[config.mk]
export PLATFORM = sky130hd
export DESIGN_NAME = ldst_controller
export DESIGN_NICKNAME = d
export VERILOG_FILES = /design/src/rtl/ldst_pkg.sv /design/src/rtl/ldst_wait_counter.sv /design/src/rtl/ldst_controller.sv
export SDC_FILE = /design/constraint.sdc
export NUM_CORES = 1
export LEC_CHECK = 0
export BUFFER_PORTS_ARGS = -buffer_cell sky130_fd_sc_hd__buf_2
export CAP_MARGIN = 20
export CORE_MARGIN = 2
export CORE_UTILIZATION = 40
export DETAILED_ROUTE_END_ITERATION = 12
export GPL_TIMING_DRIVEN = 1
export PLACE_DENSITY = 0.81
export SYNTH_ARGS = -nofsm -noshare
export SYNTH_HDL_FRONTEND = slang
export SYNTH_SLANG_ARGS = --single-unit
[constraint.sdc]
create_clock -name clk -period 1.4 [get_ports clk]
set_input_delay 0.14 -clock clk [delete_from_list [all_inputs] [get_ports clk]]
set_output_delay 0.14 -clock clk [all_outputs]
set_load 0.01 [all_outputs]
[src/rtl/ldst_pkg.sv]
// ldst_pkg: shared types and constants for the load/store controller.
//   ldst_op_e       command opcode (LDR = 0, STR = 1)
//   ldst_state_e    sequencer states
//   LDST_ALIGN_MASK byte-offset bits that must be zero for a word access
package ldst_pkg;

    typedef enum logic {
        LDR = 1'b0,
        STR = 1'b1
    } ldst_op_e;

    typedef enum logic [2:0] {
        IDLE,
        RD,
        WAIT,
        WB,
        FETCH,
        WR,
        ERR
    } ldst_state_e;

    localparam logic [1:0] LDST_ALIGN_MASK = 2'b11;

    function automatic logic is_misaligned(input logic [1:0] addr_lsb);
        return (addr_lsb & LDST_ALIGN_MASK) != 2'b00;
    endfunction

endpackage

[src/rtl/ldst_wait_counter.sv]
// ldst_wait_counter: load-and-count-down counter that paces the RAM read
// latency. Loaded with (latency - 1) on the cycle before counting starts,
// it then decrements while en is high and saturates at zero.
//   clk, rst  clock and synchronous active-high reset
//   load      load load_val (has priority over counting)
//   en        decrement while nonzero
//   load_val  value to load
//   zero      counter currently holds zero
module ldst_wait_counter #(
    parameter int W = 1
) (
    input  logic         clk,
    input  logic         rst,
    input  logic         load,
    input  logic         en,
    input  logic [W-1:0] load_val,
    output logic         zero
);

    logic [W-1:0] cnt;

    // NOTE: sequential state is always assigned with <= so every flop samples
    // the pre-edge values of its inputs, independent of block ordering.
    always_ff @(posedge clk) begin
        if (rst) begin
            cnt <= '0;
        end else if (load) begin
            cnt <= load_val;
        end else if (en && (cnt != '0)) begin
            cnt <= cnt - W'(1);
        end
    end

    assign zero = (cnt == '0);

endmodule

[src/rtl/ldst_controller.sv]
// ldst_controller: serial sequencer for LDR/STR commands between the decode
// stage and the RAM / GPR bank. One command is in flight at a time.
//   clk, rst            clock, synchronous active-high reset
//   cmd_valid/ready     command handshake; fields sampled on transfer
//   cmd_op/reg/addr     opcode, GPR index, word-aligned byte address
//   mem_ldr/mem_str     RAM read / write strobes
//   mem_addr/wdata      RAM address and write data (held between commands)
//   mem_rdata           RAM read data, valid RD_LAT cycles after mem_ldr
//   rf_rsel/rf_rdata    GPR read port (combinational read)
//   rf_we/wsel/wdata    GPR write port
//   done, err           completion pulse; err marks a misaligned command
module ldst_controller
    import ldst_pkg::*;
#(
    parameter int ADDR_W = 32,
    parameter int DATA_W = 32,
    parameter int REG_W  = 4,
    parameter int RD_LAT = 1
) (
    input  logic              clk,
    input  logic              rst,
    input  logic              cmd_valid,
    output logic              cmd_ready,
    input  logic              cmd_op,
    input  logic [REG_W-1:0]  cmd_reg,
    input  logic [ADDR_W-1:0] cmd_addr,
    output logic              mem_ldr,
    output logic              mem_str,
    output logic [ADDR_W-1:0] mem_addr,
    output logic [DATA_W-1:0] mem_wdata,
    input  logic [DATA_W-1:0] mem_rdata,
    output logic [REG_W-1:0]  rf_rsel,
    input  logic [DATA_W-1:0] rf_rdata,
    output logic              rf_we,
    output logic [REG_W-1:0]  rf_wsel,
    output logic [DATA_W-1:0] rf_wdata,
    output logic              done,
    output logic              err
);

    localparam int                CNT_W     = $clog2(RD_LAT + 1);
    localparam logic [CNT_W-1:0]  WAIT_LOAD = CNT_W'(RD_LAT - 1);

    ldst_state_e       state;
    ldst_state_e       state_nx;
    ldst_op_e          op_q;
    logic [REG_W-1:0]  reg_q;
    logic [ADDR_W-1:0] addr_q;
    logic [DATA_W-1:0] data_q;
    logic              xfer;
    logic              wait_zero;
    logic              capture;

    assign cmd_ready = (state == IDLE) && !rst;
    assign xfer      = cmd_valid && cmd_ready;

    ldst_wait_counter #(
        .W (CNT_W)
    ) u_wait_counter (
        .clk      (clk),
        .rst      (rst),
        .load     (state == RD),
        .en       (state == WAIT),
        .load_val (WAIT_LOAD),
        .zero     (wait_zero)
    );

    always_ff @(posedge clk) begin
        if (rst) begin
            state <= IDLE;
        end else begin
            state <= state_nx;
        end
    end

    // NOTE: every always_comb output gets a default before the case, so no
    // path leaves it unassigned and no latch is inferred.
    always_comb begin
        state_nx = state;
        case (state)
            IDLE: begin
                if (cmd_valid) begin
                    if (is_misaligned(cmd_addr[1:0])) begin
                        state_nx = ERR;
                    end else if (ldst_op_e'(cmd_op) == STR) begin
                        state_nx = FETCH;
                    end else begin
                        state_nx = RD;
                    end
                end
            end
            RD:      state_nx = WAIT;
            WAIT:    if (wait_zero) state_nx = WB;
            FETCH:   state_nx = WR;
            WB,
            WR,
            ERR:     state_nx = IDLE;
            default: state_nx = IDLE;
        endcase
    end

    // One data register serves both directions: RAM data on the last WAIT
    // cycle of a load, GPR data in FETCH of a store.
    assign capture = ((state == WAIT) && wait_zero) || (state == FETCH);

    // NOTE: the datapath registers are small and drive held outputs, so they
    // are reset too; nothing large enough to be a memory lives here.
    always_ff @(posedge clk) begin
        if (rst) begin
            op_q   <= LDR;
            reg_q  <= '0;
            addr_q <= '0;
            data_q <= '0;
        end else begin
            if (xfer) begin
                op_q   <= ldst_op_e'(cmd_op);
                reg_q  <= cmd_reg;
                addr_q <= cmd_addr;
            end
            if (capture) begin
                data_q <= (op_q == STR) ? rf_rdata : mem_rdata;
            end
        end
    end

    // Strobes come from the state register alone.
    always_comb begin
        mem_ldr = 1'b0;
        mem_str = 1'b0;
        rf_we   = 1'b0;
        done    = 1'b0;
        err     = 1'b0;
        case (state)
            RD:  mem_ldr = 1'b1;
            WB: begin
                rf_we = 1'b1;
                done  = 1'b1;
            end
            WR: begin
                mem_str = 1'b1;
                done    = 1'b1;
            end
            ERR: begin
                done = 1'b1;
                err  = 1'b1;
            end
            default: ;
        endcase
    end

    assign mem_addr  = addr_q;
    assign mem_wdata = data_q;
    assign rf_rsel   = reg_q;
    assign rf_wsel   = reg_q;
    assign rf_wdata  = data_q;

endmodule
Yosys cells after proc, flatten, opt, wreduce, memory -nomap -nowiden
Cells that the tools add are included.

cells by class
  equality and inequality tests = 8
  multiplexer cells = 11
  bitwise operators = 1
  reductions and logical operators = 11
  add/sub/neg operators = 1

operators with widths
  operator                                              count
  two-way mux 32 bit                                    1
  two-way mux 3 bit                                     4
  case mux 3 bit (4 select lines)                       1
  equality test 3 bit (second input constant)           3
  equality test 3 x 2 -> 1 bit (second input constant)  2
  two-way mux 1 bit                                     5
  logical AND 1 bit                                     4
  != test 2 bit (second input constant)                 2
  equality test 3 x 1 -> 1 bit (second input constant)  1
  zero test 3 bit                                       1
  OR reduction 3 bit                                    1
  AND reduction 2 bit                                   1
  nonzero test 2 bit                                    1
  OR reduction 2 bit                                    1
  zero test 1 bit                                       1
  logical OR 1 bit                                      1
  inverter 1 bit                                        1
  subtractor 1 bit (second input constant)              1

word-level totals
  bits of input ports = 104
  output and inout port bits = 110
  logic and storage cells = 38
  register bits = 73

Logic depth before layout (Yosys ltp)
  word-level depth = 4
  gate-level depth with buffers = 4
  mapped depth without buffers = 3

Modules after synthesis
A second synthesis with hierarchy kept.

second synthesis, totals
  cell total of the unflattened synthesis = 426
  area total of the unflattened synthesis = 3554.7 µm²

by module, submodules not included
  module             times used  cells each  area each (µm²)  sequential area each (µm²)
  ldst_controller    1           422         3507.1           1441.4
  ldst_wait_counter  1           4           47.5             20.0

Worst setup path after synthesis
Ideal clock, no wire load.

  path kind = reg-to-reg
  start point = register state[2]
  end point = register addr_q[0] (netlist: mem_addr[0])
  arrival = 1401 ps
  path buffers = 1
  library setup time = 121 ps
  setup slack = -122 ps
  clock period less this slack = 1522 ps
  data required time = 1279 ps
  stages on the path, launching flop included = 5
  path through = dfxtp_1 > nor4_4 > nand2_4 > buf_6 > mux2_4

between the ends
  word-level cells in the longest chain between the ends = 3

RTL lines
  what                      line                    RTL
  start: declaration        ldst_controller.sv:44   ldst_state_e state;
  start signal: assignment  ldst_controller.sv:72   state <= state_nx;
  zero test 3 bit           ldst_controller.sv:54   assign cmd_ready = (state == IDLE) && !rst;
  logical AND 1 bit         ldst_controller.sv:54
  named net cmd_ready       ldst_controller.sv:23   output logic cmd_ready,
  logical AND 1 bit         ldst_controller.sv:55   assign xfer = cmd_valid && cmd_ready;
  end signal: assignment    ldst_controller.sv:118  addr_q <= cmd_addr;
  end: declaration          ldst_controller.sv:48   logic [ADDR_W-1:0] addr_q;

The timed path passes the listed nets, and every way through them passes these cells.
A chain may end at the register's enable or synchronous reset.

Worst setup path after layout
  start point = register state[2]
  end point = register data_q[2] (netlist: mem_wdata[2])

between the ends
  word-level cells in the longest chain between the ends = 3
  elaborated cells between the ends (all ways) = 4
  those cells by class = eq/ne (2); reduce/logical (2)

RTL lines
  what                          line                    RTL
  equality test 3 x 2 -> 1 bit  ldst_controller.sv:104  assign capture = ((state == WAIT) && wait_zero) || (state == FETCH);
  logical AND 1 bit             ldst_controller.sv:104
  logical OR 1 bit (*)          ldst_controller.sv:104
  end signal: assignment        ldst_controller.sv:121  data_q <= (op_q == STR) ? rf_rdata : mem_rdata;
  end: declaration              ldst_controller.sv:49   logic [DATA_W-1:0] data_q;

Mark *: on every way between the ends. The rest lies on a longest branch, timed or not.

==> impl_metrics.ini <==
[outcome]
status = complete, but fails checks
violations = negative setup slack

[setup_path]
max_stage_delay_ps = 360
crit_top_cell = buf_4
endpoint_kind = flop
worstPathMaxFanout = 18
crit_slowest_cell = dfxtp_4
cp_top_family = buffers and inverters
crit_arrival_ps = 1700
cp.required_ps = 1640
crit_path_cell_trace = buf_6 > buf_4 > nor3b_4 > buf_4 > nor3_1 > a311oi_1
worst-path-buf-inv = 3
startpoint_type = flop
criticalPathCategory = reg2reg

[placed_design]
place_hpwl_mm = 6.98
port-buffer-count = 213
place_ws_ps = -85.9
place.gp.congestion = 0.789

[floorplanning]
initial_utilization_pct = 41.5
num_rows = 34
coreArea_um2 = 8760
die_h_um = 99.3
die_w_um = 99.3
num_io_pins = 214
dieArea_um2 = 9870

[clock_network]
clk-insertion-delay-late_ps = 340
root_buffer = clkbuf_8
cts-buffers-inserted = 9
htreeDepth = 3
clk_pin_slew_ps = 80
cts_tree = built
cts_hold_buf = 0
cts_buffer_depth = 2
clock-sinks = 73

[route]
post_drt_wl_per_cell_um = 15.2
drtAntennaViolNets = 0
routed_wl_mm = 9.73
dr.pass1.iters = 4
drc = 0
drt_iter0_drc = 71
via_per_inst = 5.01
vias = 3214

[synthesis]
ys_ff_latch = 73
yosysSeqAreaShare_pct = 40.2
synth_edf_count = 0
synth_cell_types = 30
syn_nets = 445
syn_area_per_cell_um2 = 10.7
async_reset_ff_share_pct = 0
ys_warn_count = 0
synth_flop_cell = dfxtp_1
synth_area_um2 = 3640
synthCells = 341

[layout]
drive_above_1_share_pct = 60.0
regArea_um2 = 1470
area_growth_pct = 41.5
multiInputGateArea_um2 = 1840
final_nets = 632
antenna_cells = 0
postLayoutCoreUtil_pct = 58.7
fillCellCount = 747

[sta]
slew_viol_final = 0
min_period_over_period_pct = 105
clock_skew_ps = 7.82
fmax_mhz = 683
min_period_ps = 1460
setup-violations-final = 58
tightest_slew_ps = 529
relSlewSlack_pct = 64.7
hold_viol = 0
rsz0062_at_grt = true
setup_ws_ps = -64.9

[power_and_ir_drop]
power.density_nw_per_um2 = 1650
vdd_drop_max_mv = 0.743
power.leakage_uw = 0.00255

[global_route]
grt_usage_pct = 18.6
grt_max_degree = 53
met2_usage_pct = 34.2
grt_pass1_wl_mm = 14.6
use_met3_pct = 4.43
top_usage_layer = met2
grt_pass1_vias = 3021
grt.overflow.total = 0
antenna_found_initial = 0
grtUsageMet1_pct = 20.7

[worst_hold_path]
hold_class = in2reg

[flow_run]
maxCapViolCount = 0
[through the flow]
| stage | instance area (µm²) | total power (µW) | setup TNS, ps | hold WS [ps] | std cells |
|---|---|---|---|---|---|
| after floorplan | 3650 | 5100 | -2410 | 283 | 341 |
| after global placement | 4610 | 5940 | 0 | 365 | 613 |
| after detailed placement | 4610 | 6030 | -727 | 370 | 613 |
| after CTS | 5030 | 8420 | -1330 | 5.11 | 637 |
| after global routing | 5140 | 8980 | -6850 | 1.86 | 641 |
| final | 5140 | 8490 | -1750 | 24.9 | 641 |
[placed cells by master, fill, tap and decap left out, types with 2 or more instances in the layout]
| cell type | count |
|---|---|
| buf_4 | 14 |
| nor3_2 | 8 |
| mux2_4 | 30 |
| mux2_2 | 7 |
| a311oi_1 | 31 |
| dfxtp_1 | 69 |
| dfxtp_4 | 3 |
| a21oi_1 | 2 |
| nor2b_1 | 37 |
| nor4_1 | 2 |
| bufinv_16 | 4 |
| nor2_1 | 3 |
| buf_2 | 212 |
| nor2_2 | 2 |
| nor3_1 | 26 |
| mux2i_1 | 32 |
| clkbuf_8 | 9 |
| buf_12 | 6 |
| clkinv_4 | 2 |
| buf_6 | 8 |
| nand2b_1 | 3 |
[kinds of logic (layout without fill, tap and decap cells)]
group	Yosys count	in the layout	synth area share (%)
xor+xnor	1	1	0.241
simple gates	92	92	15.4
compound gates	38	38	8.81
buf+inv	67	259	11.7
flops	73	73	40.2
mux	70	70	23.6
[report_power, final]
group	leakage, µW	switching [µW]	internal [µW]	total [µW]
combinational	0.00181	1680	1760	3440
clock	0.000133	803	1370	2170
sequential	0.000603	327	2550	2880
total	0.00255	2810	5680	8490
[worst register-to-register path, cell delays in order (launching register included)]
cell and delay [ps]:
dfxtp_4 360, buf_6 110, buf_4 130, nor3b_4 200, buf_4 270, nor3_1 70, a311oi_1 230
[synthesized netlist by cell type, types with 2 or more instances]
cell type | count | share of area (%)
buf_4 | 37 | 7.6
clkbuf_1 | 14 | 1.4
nor2b_1 | 37 | 6.4
nor3b_1 | 2 | 0.41
buf_1 | 2 | 0.21
dfxtp_1 | 73 | 40
nor2_1 | 5 | 0.52
mux2_2 | 7 | 2.2
nor3_1 | 35 | 4.8
buf_2 | 10 | 1.4
buf_6 | 3 | 0.93
mux2_4 | 30 | 12
nand2b_1 | 3 | 0.52
a311oi_1 | 32 | 7.7
mux2i_1 | 33 | 9.1
nand2_1 | 2 | 0.21
a21oi_1 | 2 | 0.28
nor4_1 | 2 | 0.34
[registers in the layout, summed over array words and instances, names as in the netlist]
signal / flops
rf_rsel: 4
mem_addr: 32
mem_wdata: 32
op_q: 1
u_wait_counter.cnt: 1
state: 3
[final timing paths]
kind | from | end | slack [ps] | depth (start not counted)
worst max-delay path | state[2]$_SDFFE_PP0P_ | mem_wdata[2]$_SDFFE_PP0P_ | -60 | 6
worst min register to register | u_wait_counter.cnt$_SDFFE_PP0P_ | u_wait_counter.cnt$_SDFFE_PP0P_ | 540 | 1
worst max register to register | state[2]$_SDFFE_PP0P_ | mem_wdata[2]$_SDFFE_PP0P_ | -60 | 6
worst min-delay path | cmd_addr[28] | mem_addr[28]$_SDFFE_PP0P_ | 20 | 2
[metal layers]
metal  routed length [µm]  share of wire (%)
met4                  167                1.7
met3                  743                7.6
met1                 3920                 40
met2                 4910                 50
met5                    0                  0
[cell type report]
type | instances | share of cell area, %
Clock buffer | 9 | 2.41
Inverter | 1 | 0.219
Multi-Input combinational cell | 201 | 35.8
Clock inverter | 7 | 2.77
Tap cell | 108 | 2.63
Timing Repair Buffer | 242 | 27.5
Sequential cell | 73 | 28.7
[timing repair]
| action | 4_1_cts | 5_1_grt |
|---|---|---|
| setup buffers | 6 | 1 |
| setup endpoints to repair | 39 | 74 |
| pin swaps | 20 | 15 |
| resized for setup | 26 | 20 |
| gates cloned | 2 | 4 |
No activity file was read; power rests on OpenSTA's default activity.
